===== src/rtl/sieve_engine.sv =====
// sieve_engine: sieve of Eratosthenes lookup coprocessor over [0, num].
//
// A run clears an internal 2^N x 1 bitmap (bit set = composite), strikes
// multiples of each prime from i*i upward, then counts the primes that
// survive. Once a run completes, the bitmap can be queried one value per
// cycle through a valid/ready port. All state changes on the falling edge
// of clk.
//
// Ports:
//   clk        clock, falling-edge active
//   rst        asynchronous, active-high reset
//   start      begin a run (sampled in IDLE only)
//   num        upper bound of the sieve, latched at start
//   busy       high while a run is in progress
//   done       one-cycle pulse when a run completes
//   valid      bitmap and prime_cnt describe the latched bound
//   prime_cnt  number of primes in [0, num]
//   q_valid    query request
//   q_k        value to test
//   q_ready    query can be accepted this cycle
//   r_valid    result strobe, one cycle after query acceptance
//   r_prime    1 when q_k is prime
module sieve_engine #(
  parameter int N     = 8,
  parameter int CNT_W = N + 1
) (
  input  logic             clk,
  input  logic             rst,
  input  logic             start,
  input  logic [N-1:0]     num,
  output logic             busy,
  output logic             done,
  output logic             valid,
  output logic [CNT_W-1:0] prime_cnt,
  input  logic             q_valid,
  input  logic [N-1:0]     q_k,
  output logic             q_ready,
  output logic             r_valid,
  output logic             r_prime
);

  localparam int DEPTH = 1 << N;

  localparam logic [N-1:0] ADDR_ONE = N'(1);
  localparam logic [N-1:0] ADDR_TWO = N'(2);
  localparam logic [N:0]   IDX_ONE  = (N + 1)'(1);
  localparam logic [N:0]   IDX_TWO  = (N + 1)'(2);

  typedef enum logic [2:0] {
    IDLE  = 3'd0,
    CLEAR = 3'd1,
    TEST  = 3'd2,
    MARK  = 3'd3,
    COUNT = 3'd4
  } state_t;

  state_t           state;
  logic [N-1:0]     reg_num;
  logic [N-1:0]     addr;
  logic [N:0]       i;
  logic [N:0]       j;
  logic [CNT_W-1:0] cnt;

  logic             mem [DEPTH];
  logic [N-1:0]     mem_addr;
  logic             mem_we;
  logic             mem_wd;
  logic             mem_rd;

  logic [2*N+1:0]   i_sq;
  logic [2*N+1:0]   num_wide;
  logic [N:0]       j_next;
  logic [N:0]       num_idx;
  logic [CNT_W-1:0] cnt_next;
  logic             query_accept;

  assign busy    = (state != IDLE);
  // start takes priority over a query arriving in the same cycle.
  assign q_ready = ~busy & ~start;
  assign query_accept = q_valid & q_ready;

  // Wide square and compare so i*i can never wrap past the bound.
  assign i_sq     = {{(N+1){1'b0}}, i} * {{(N+1){1'b0}}, i};
  assign num_wide = {{(N+2){1'b0}}, reg_num};
  assign num_idx  = {1'b0, reg_num};
  // One extra bit keeps the stride from wrapping back below the bound.
  assign j_next   = j + i;

  // Single bitmap port: the FSM state picks the one address in use.
  // NOTE: every signal gets a default before the case so no latch is inferred.
  always_comb begin
    mem_addr = q_k;
    mem_we   = 1'b0;
    mem_wd   = 1'b0;
    case (state)
      CLEAR: begin
        mem_addr = addr;
        mem_we   = 1'b1;
        mem_wd   = (addr < ADDR_TWO);  // 0 and 1 are not prime
      end
      TEST:  mem_addr = i[N-1:0];     // i*i <= bound, so i fits in N bits
      MARK: begin
        mem_addr = j[N-1:0];          // j <= bound whenever MARK is entered
        mem_we   = 1'b1;
        mem_wd   = 1'b1;
      end
      COUNT: mem_addr = addr;
      default: mem_addr = q_k;
    endcase
  end

  assign mem_rd = mem[mem_addr];

  // Only addresses inside [2, bound] contribute to the count.
  assign cnt_next = (addr <= reg_num) ? cnt + {{(CNT_W-1){1'b0}}, ~mem_rd} : cnt;

  // NOTE: the bitmap has no reset; valid=0 masks stale contents until a full
  // run has re-cleared every address up to the bound.
  always_ff @(negedge clk) begin
    if (mem_we) mem[mem_addr] <= mem_wd;
  end

  // NOTE: sequential state uses non-blocking assignments so every register
  // samples the pre-edge values of the others.
  always_ff @(negedge clk or posedge rst) begin
    if (rst) begin
      state     <= IDLE;
      reg_num   <= '0;
      addr      <= '0;
      i         <= '0;
      j         <= '0;
      cnt       <= '0;
      done      <= 1'b0;
      valid     <= 1'b0;
      prime_cnt <= '0;
      r_valid   <= 1'b0;
      r_prime   <= 1'b0;
    end else begin
      done    <= 1'b0;
      r_valid <= query_accept;
      r_prime <= query_accept & valid & (q_k <= reg_num) & ~mem_rd;

      case (state)
        IDLE: begin
          if (start) begin
            reg_num   <= num;
            valid     <= 1'b0;
            prime_cnt <= '0;
            addr      <= '0;
            state     <= CLEAR;
          end
        end

        CLEAR: begin
          if (addr == reg_num) begin
            i     <= IDX_TWO;
            state <= TEST;
          end else begin
            addr <= addr + ADDR_ONE;
          end
        end

        TEST: begin
          if (i_sq > num_wide) begin
            cnt   <= '0;
            addr  <= ADDR_TWO;
            state <= COUNT;
          end else if (mem_rd) begin
            i <= i + IDX_ONE;
          end else begin
            j     <= i_sq[N:0];
            state <= MARK;
          end
        end

        MARK: begin
          if (j_next > num_idx) begin
            i     <= i + IDX_ONE;
            state <= TEST;
          end else begin
            j <= j_next;
          end
        end

        COUNT: begin
          // addr >= bound also covers bounds below 2, where nothing is counted.
          if (addr >= reg_num) begin
            prime_cnt <= cnt_next;
            valid     <= 1'b1;
            done      <= 1'b1;
            state     <= IDLE;
          end else begin
            cnt  <= cnt_next;
            addr <= addr + ADDR_ONE;
          end
        end

        default: state <= IDLE;
      endcase
    end
  end

endmodule


===== config.mk =====
export PLATFORM = sky130hd
export DESIGN_NAME = sieve_engine
export DESIGN_NICKNAME = d
export VERILOG_FILES = /design/src/rtl/sieve_engine.sv
export SDC_FILE = /design/constraint.sdc
export NUM_CORES = 1
export LEC_CHECK = 0
export BUFFER_PORTS_ARGS = -buffer_cell sky130_fd_sc_hd__buf_4
export CAP_MARGIN = 30
export CORE_AREA = 2 2 207 260
export CTS_BUF_LIST = sky130_fd_sc_hd__clkbuf_16
export DETAILED_ROUTE_END_ITERATION = 6
export DIE_AREA = 0 0 209 262
export HOLD_SLACK_MARGIN = 0.08
export PLACE_DENSITY_LB_ADDON = 0.3
export SYNTH_ARGS = -nofsm -noshare
export SYNTH_HDL_FRONTEND = slang
export SYNTH_SLANG_ARGS = --single-unit

===== constraint.sdc =====
create_clock -name clk -period 8.1 [get_ports clk]
set_input_delay 1.215 -clock clk [delete_from_list [all_inputs] [get_ports clk]]
set_output_delay 1.215 -clock clk [all_outputs]
set_load 0.01 [all_outputs]

==> impl_metrics.xml <==
<?xml version="1.0" encoding="UTF-8"?>
<metrics>
  <group name="critical_path">
    <metric name="path_max_fanout" unit="">9</metric>
    <metric name="worst_path_cell_with_the_longest_stage_delay" unit="">or4_4</metric>
    <metric name="timing.critical_path.mode_cell" unit="">buf_12</metric>
    <metric name="worstPathCellList" unit="">buf_12, a32o_2, nor3_4, buf_6, buf_12, buf_12, mux2i_2, o22ai_2, or4_4, a21oi_4, a32oi_4, nand2_4, ha_4, and3_4, nand3_4, or3_1, o21ai_1</metric>
    <metric name="critPathRequiredTime" unit="ns">4.60</metric>
    <metric name="worst_path_largest_cell_delay" unit="ns">0.54</metric>
    <metric name="critical-path-top-delay-family" unit="">simple AND/OR/NAND/NOR gates</metric>
    <metric name="path_buf_inv" unit="">4</metric>
    <metric name="setup.worst_path.class" unit="">input pin to flop</metric>
    <metric name="cp_data_arrival_time" unit="ns">4.57</metric>
    <metric name="critPathCaptureType" unit="">flop</metric>
    <metric name="critical_path_launch_point_type" unit="">input pin</metric>
  </group>
  <group name="cts">
    <metric name="cts_tree" unit="">yes</metric>
    <metric name="numCtsBuffers" unit="">35</metric>
    <metric name="clock-sinks" unit="">315</metric>
    <metric name="clock_insertion_delay_worst_skew" unit="ns">0.61</metric>
    <metric name="postCtsHoldBufs" unit="">0</metric>
    <metric name="h_tree_lvl_count" unit="">2</metric>
    <metric name="root_buffer" unit="">clkbuf_16</metric>
    <metric name="clk_pin_slew_worst_paths" unit="ns">0.04</metric>
    <metric name="clk_path_buf_depth" unit="">3</metric>
  </group>
  <group name="sta">
    <metric name="report.final.hold_viol_count" unit="">0</metric>
    <metric name="rsz0062_at_grt" unit="">yes</metric>
    <metric name="max_slew_margin" unit="%">17.3</metric>
    <metric name="worst_margin_slew" unit="ns">1.24</metric>
    <metric name="totalNegativeSetupSlack" unit="ns">0</metric>
    <metric name="largest_clock_skew_in_the_final_design" unit="ns">0.0853</metric>
    <metric name="final-setup-viol-count" unit="">0</metric>
    <metric name="timing.hold.ws" unit="ns">0.434</metric>
    <metric name="report.final.slew_viol_count" unit="">0</metric>
  </group>
  <group name="drt">
    <metric name="drt_iter0_markers" unit="">1306</metric>
    <metric name="vias" unit="">15800</metric>
    <metric name="drt_first_pass_iters" unit="">6</metric>
    <metric name="wire_per_inst" unit="µm">19.3</metric>
    <metric name="drc" unit="">0</metric>
    <metric name="ant_nets" unit="">0</metric>
    <metric name="wl" unit="µm">55900</metric>
    <metric name="detail_routed_via_count_per_cell" unit="">5.45</metric>
  </group>
  <group name="placement">
    <metric name="place_inst" unit="">2549</metric>
    <metric name="io_buffer_count" unit="">34</metric>
    <metric name="finalWeightedCongestion" unit="">0.894</metric>
    <metric name="placement.cell_area" unit="mm²">0.0208</metric>
    <metric name="detailed_place_hpwl" unit="µm">38200</metric>
  </group>
  <group name="logic_synthesis">
    <metric name="synth_top_family_by_area" unit="">simple AND/OR/NAND/NOR gates</metric>
    <metric name="synth_top_area_share" unit="%">41.1</metric>
    <metric name="synth_ff_type" unit="">edfxtp_1</metric>
    <metric name="synthesized_instance_count" unit="">1780</metric>
    <metric name="synth-compound-area-share" unit="%">13.4</metric>
    <metric name="synth-seq-cells" unit="">315</metric>
    <metric name="synth.yosys.seq_area_share" unit="%">49.0</metric>
    <metric name="synth-simple-area-share" unit="%">15.7</metric>
    <metric name="synthesis.yosys.warnings" unit="">0</metric>
    <metric name="synth_edf_count" unit="">256</metric>
    <metric name="parity_gate_share_of_the_synthesized_area_counting_xor_and_xnor_cells" unit="%">1.50</metric>
    <metric name="netlist_top_cells_area" unit="">edfxtp_1 (41%), dfrtn_1 (7.9%), nor2_1 (5.7%)</metric>
    <metric name="postSynth.asyncResetShare" unit="%">18.7</metric>
    <metric name="syn_nets" unit="">1913</metric>
    <metric name="netlist_area" unit="mm²">0.0187</metric>
    <metric name="synthMuxAreaShare" unit="%">5.95</metric>
    <metric name="post_synth_num_cell_types" unit="">87</metric>
    <metric name="netlist.top_cell.by_area" unit="">edfxtp_1</metric>
    <metric name="synth_adder_area_share" unit="%">8.96</metric>
    <metric name="syn_area_per_cell" unit="µm²">10.5</metric>
  </group>
  <group name="finish">
    <metric name="layout_common_cells" unit="">inv_1 (361), nor2_1 (283), edfxtp_1 (256)</metric>
    <metric name="final_cell_count_no_fill" unit="">2894</metric>
    <metric name="synthToLayoutAreaGrowth" unit="%">26.1</metric>
    <metric name="final_std_cell_area_no_fill" unit="mm²">0.0236</metric>
    <metric name="number_of_nets_in_the_finished_design" unit="">2330</metric>
    <metric name="most_common_library_cell_in_the_layout_ignoring_fill_and_taps" unit="">inv_1</metric>
    <metric name="drive_above_1_share" unit="%">18.5</metric>
    <metric name="antenna_cells" unit="">0</metric>
  </group>
  <group name="die">
    <metric name="initial_utilization" unit="%">35.7</metric>
    <metric name="top_level_ports" unit="">35</metric>
    <metric name="die_area" unit="mm²">0.0548</metric>
    <metric name="design.core.area" unit="mm²">0.0523</metric>
    <metric name="die-width" unit="µm">209</metric>
    <metric name="fp-row-count" unit="">94</metric>
    <metric name="chip_height" unit="µm">262</metric>
  </group>
  <group name="global_route">
    <metric name="global_route.usage.total" unit="%">20.4</metric>
    <metric name="grt_overflow_total" unit="">0</metric>
    <metric name="grt_pass1_wl" unit="µm">87500</metric>
    <metric name="grt_start_max_net_pins" unit="">257</metric>
    <metric name="grt_pass1_vias" unit="">16500</metric>
    <metric name="grt_antenna_before_repair" unit="">0</metric>
  </group>
  <group name="worst_hold_path">
    <metric name="hold_path.class" unit="">flop to flop</metric>
  </group>
  <group name="outcome">
    <metric name="outcome" unit="">completed</metric>
  </group>
  <group name="flow_run">
    <metric name="number_of_max_capacitance_violations_reported" unit="">0</metric>
  </group>
</metrics>
per-stage QoR:
stage / worst slack (ns) / util (%)
2_1_floorplan: -0.0866 / -
3_3_place_gp: -0.905 / 39.7
3_5_place_dp: -0.929 / 39.7
4_1_cts: 0.000258 / 44.2
5_1_grt: -0.0848 / 45.1
6_report: 0.0336 / 45.1
what timing repair did:
item | in CTS | in global routing
endpoints found under the setup margin | 30 | 27
gates cloned | 1 | 1
pin swaps | 18 | 33
gates resized for setup | 41 | 59
hold endpoints to repair | 0 | 0
setup buffers | 8 | 18
Yosys cell counts (41+ instances only):
cell	instances
nor3_1	49
ha_1	78
clkbuf_1	72
nor2_1	285
o21ai_0	46
dfrtn_1	59
edfxtp_1	256
mux2i_1	70
inv_1	101
a21oi_1	55
nand2_1	139
nand4_1	41
metal layers:
layer | track usage [%] | up-vias | share of wire (%)
met5 | 0 | - | 0
met3 | 4.41 | 137 | 5.6
li1 | - | 7307 | -
met2 | 36.2 | 555 | 51
met4 | 11.0 | 0 | 3.7
met1 | 23.0 | 7763 | 40
tightest hold or removal path, delay by kind of cell, from the launching register on:
family | cells | cell delay (ns)
AO/OA/AOI/OAI | 1 | 0.06
AND/OR/NAND/NOR | 1 | 0.05
flip-flops | 1 | 0.41
cell type report:
type | count | area, µm²
well taps | 672 | 841
clock buffers | 37 | 926
multi-input cells | 1239 | 8940
inverters | 101 | 379
flip-flops and latches | 315 | 9160
clock inverters | 281 | 1170
repair buffers | 249 | 2170
fillers | 4944 | 28700
worst paths after layout:
path	start	to	slack, ns	cells past startpoint
setup / recovery	q_k[0]	cnt[7]$_DFFE_NP0P_	0.03	17
hold / removal	prime_cnt[6]$_DFFE_NP0P_	prime_cnt[6]$_DFFE_NP0P_	0.43	2
setup reg to reg	i[2]$_DFFE_NP0P_	i[4]$_DFFE_NP0P_	0.96	21
hold reg to reg	prime_cnt[6]$_DFFE_NP0P_	prime_cnt[6]$_DFFE_NP0P_	0.43	2
max in group asynchronous	rst	reg_num[0]$_DFFE_NP0P_	2.59	3
min in group asynchronous	rst	reg_num[6]$_DFFE_NP0P_	4.78	2
sequential cells by signal, indices dropped and copies added, names as in the netlist:
register and cells:
r_valid 1, reg_num 8, prime_cnt 9, mem 256, i 9, j 9
state 3, r_prime 1, cnt 9, done 1, valid 1, addr 8
kinds of logic after synthesis:
logic type,after synthesis
AND/OR/NAND/NOR,646
buffers and inverters,227
adder cells (fa/ha/maj),113
AO/OA/AOI/OAI,343
multiplexers,104
XOR/XNOR,32
flip-flops,315
Power is not shown: default switching activity piles up to over one toggle a cycle in this logic, so the estimate is an artifact.
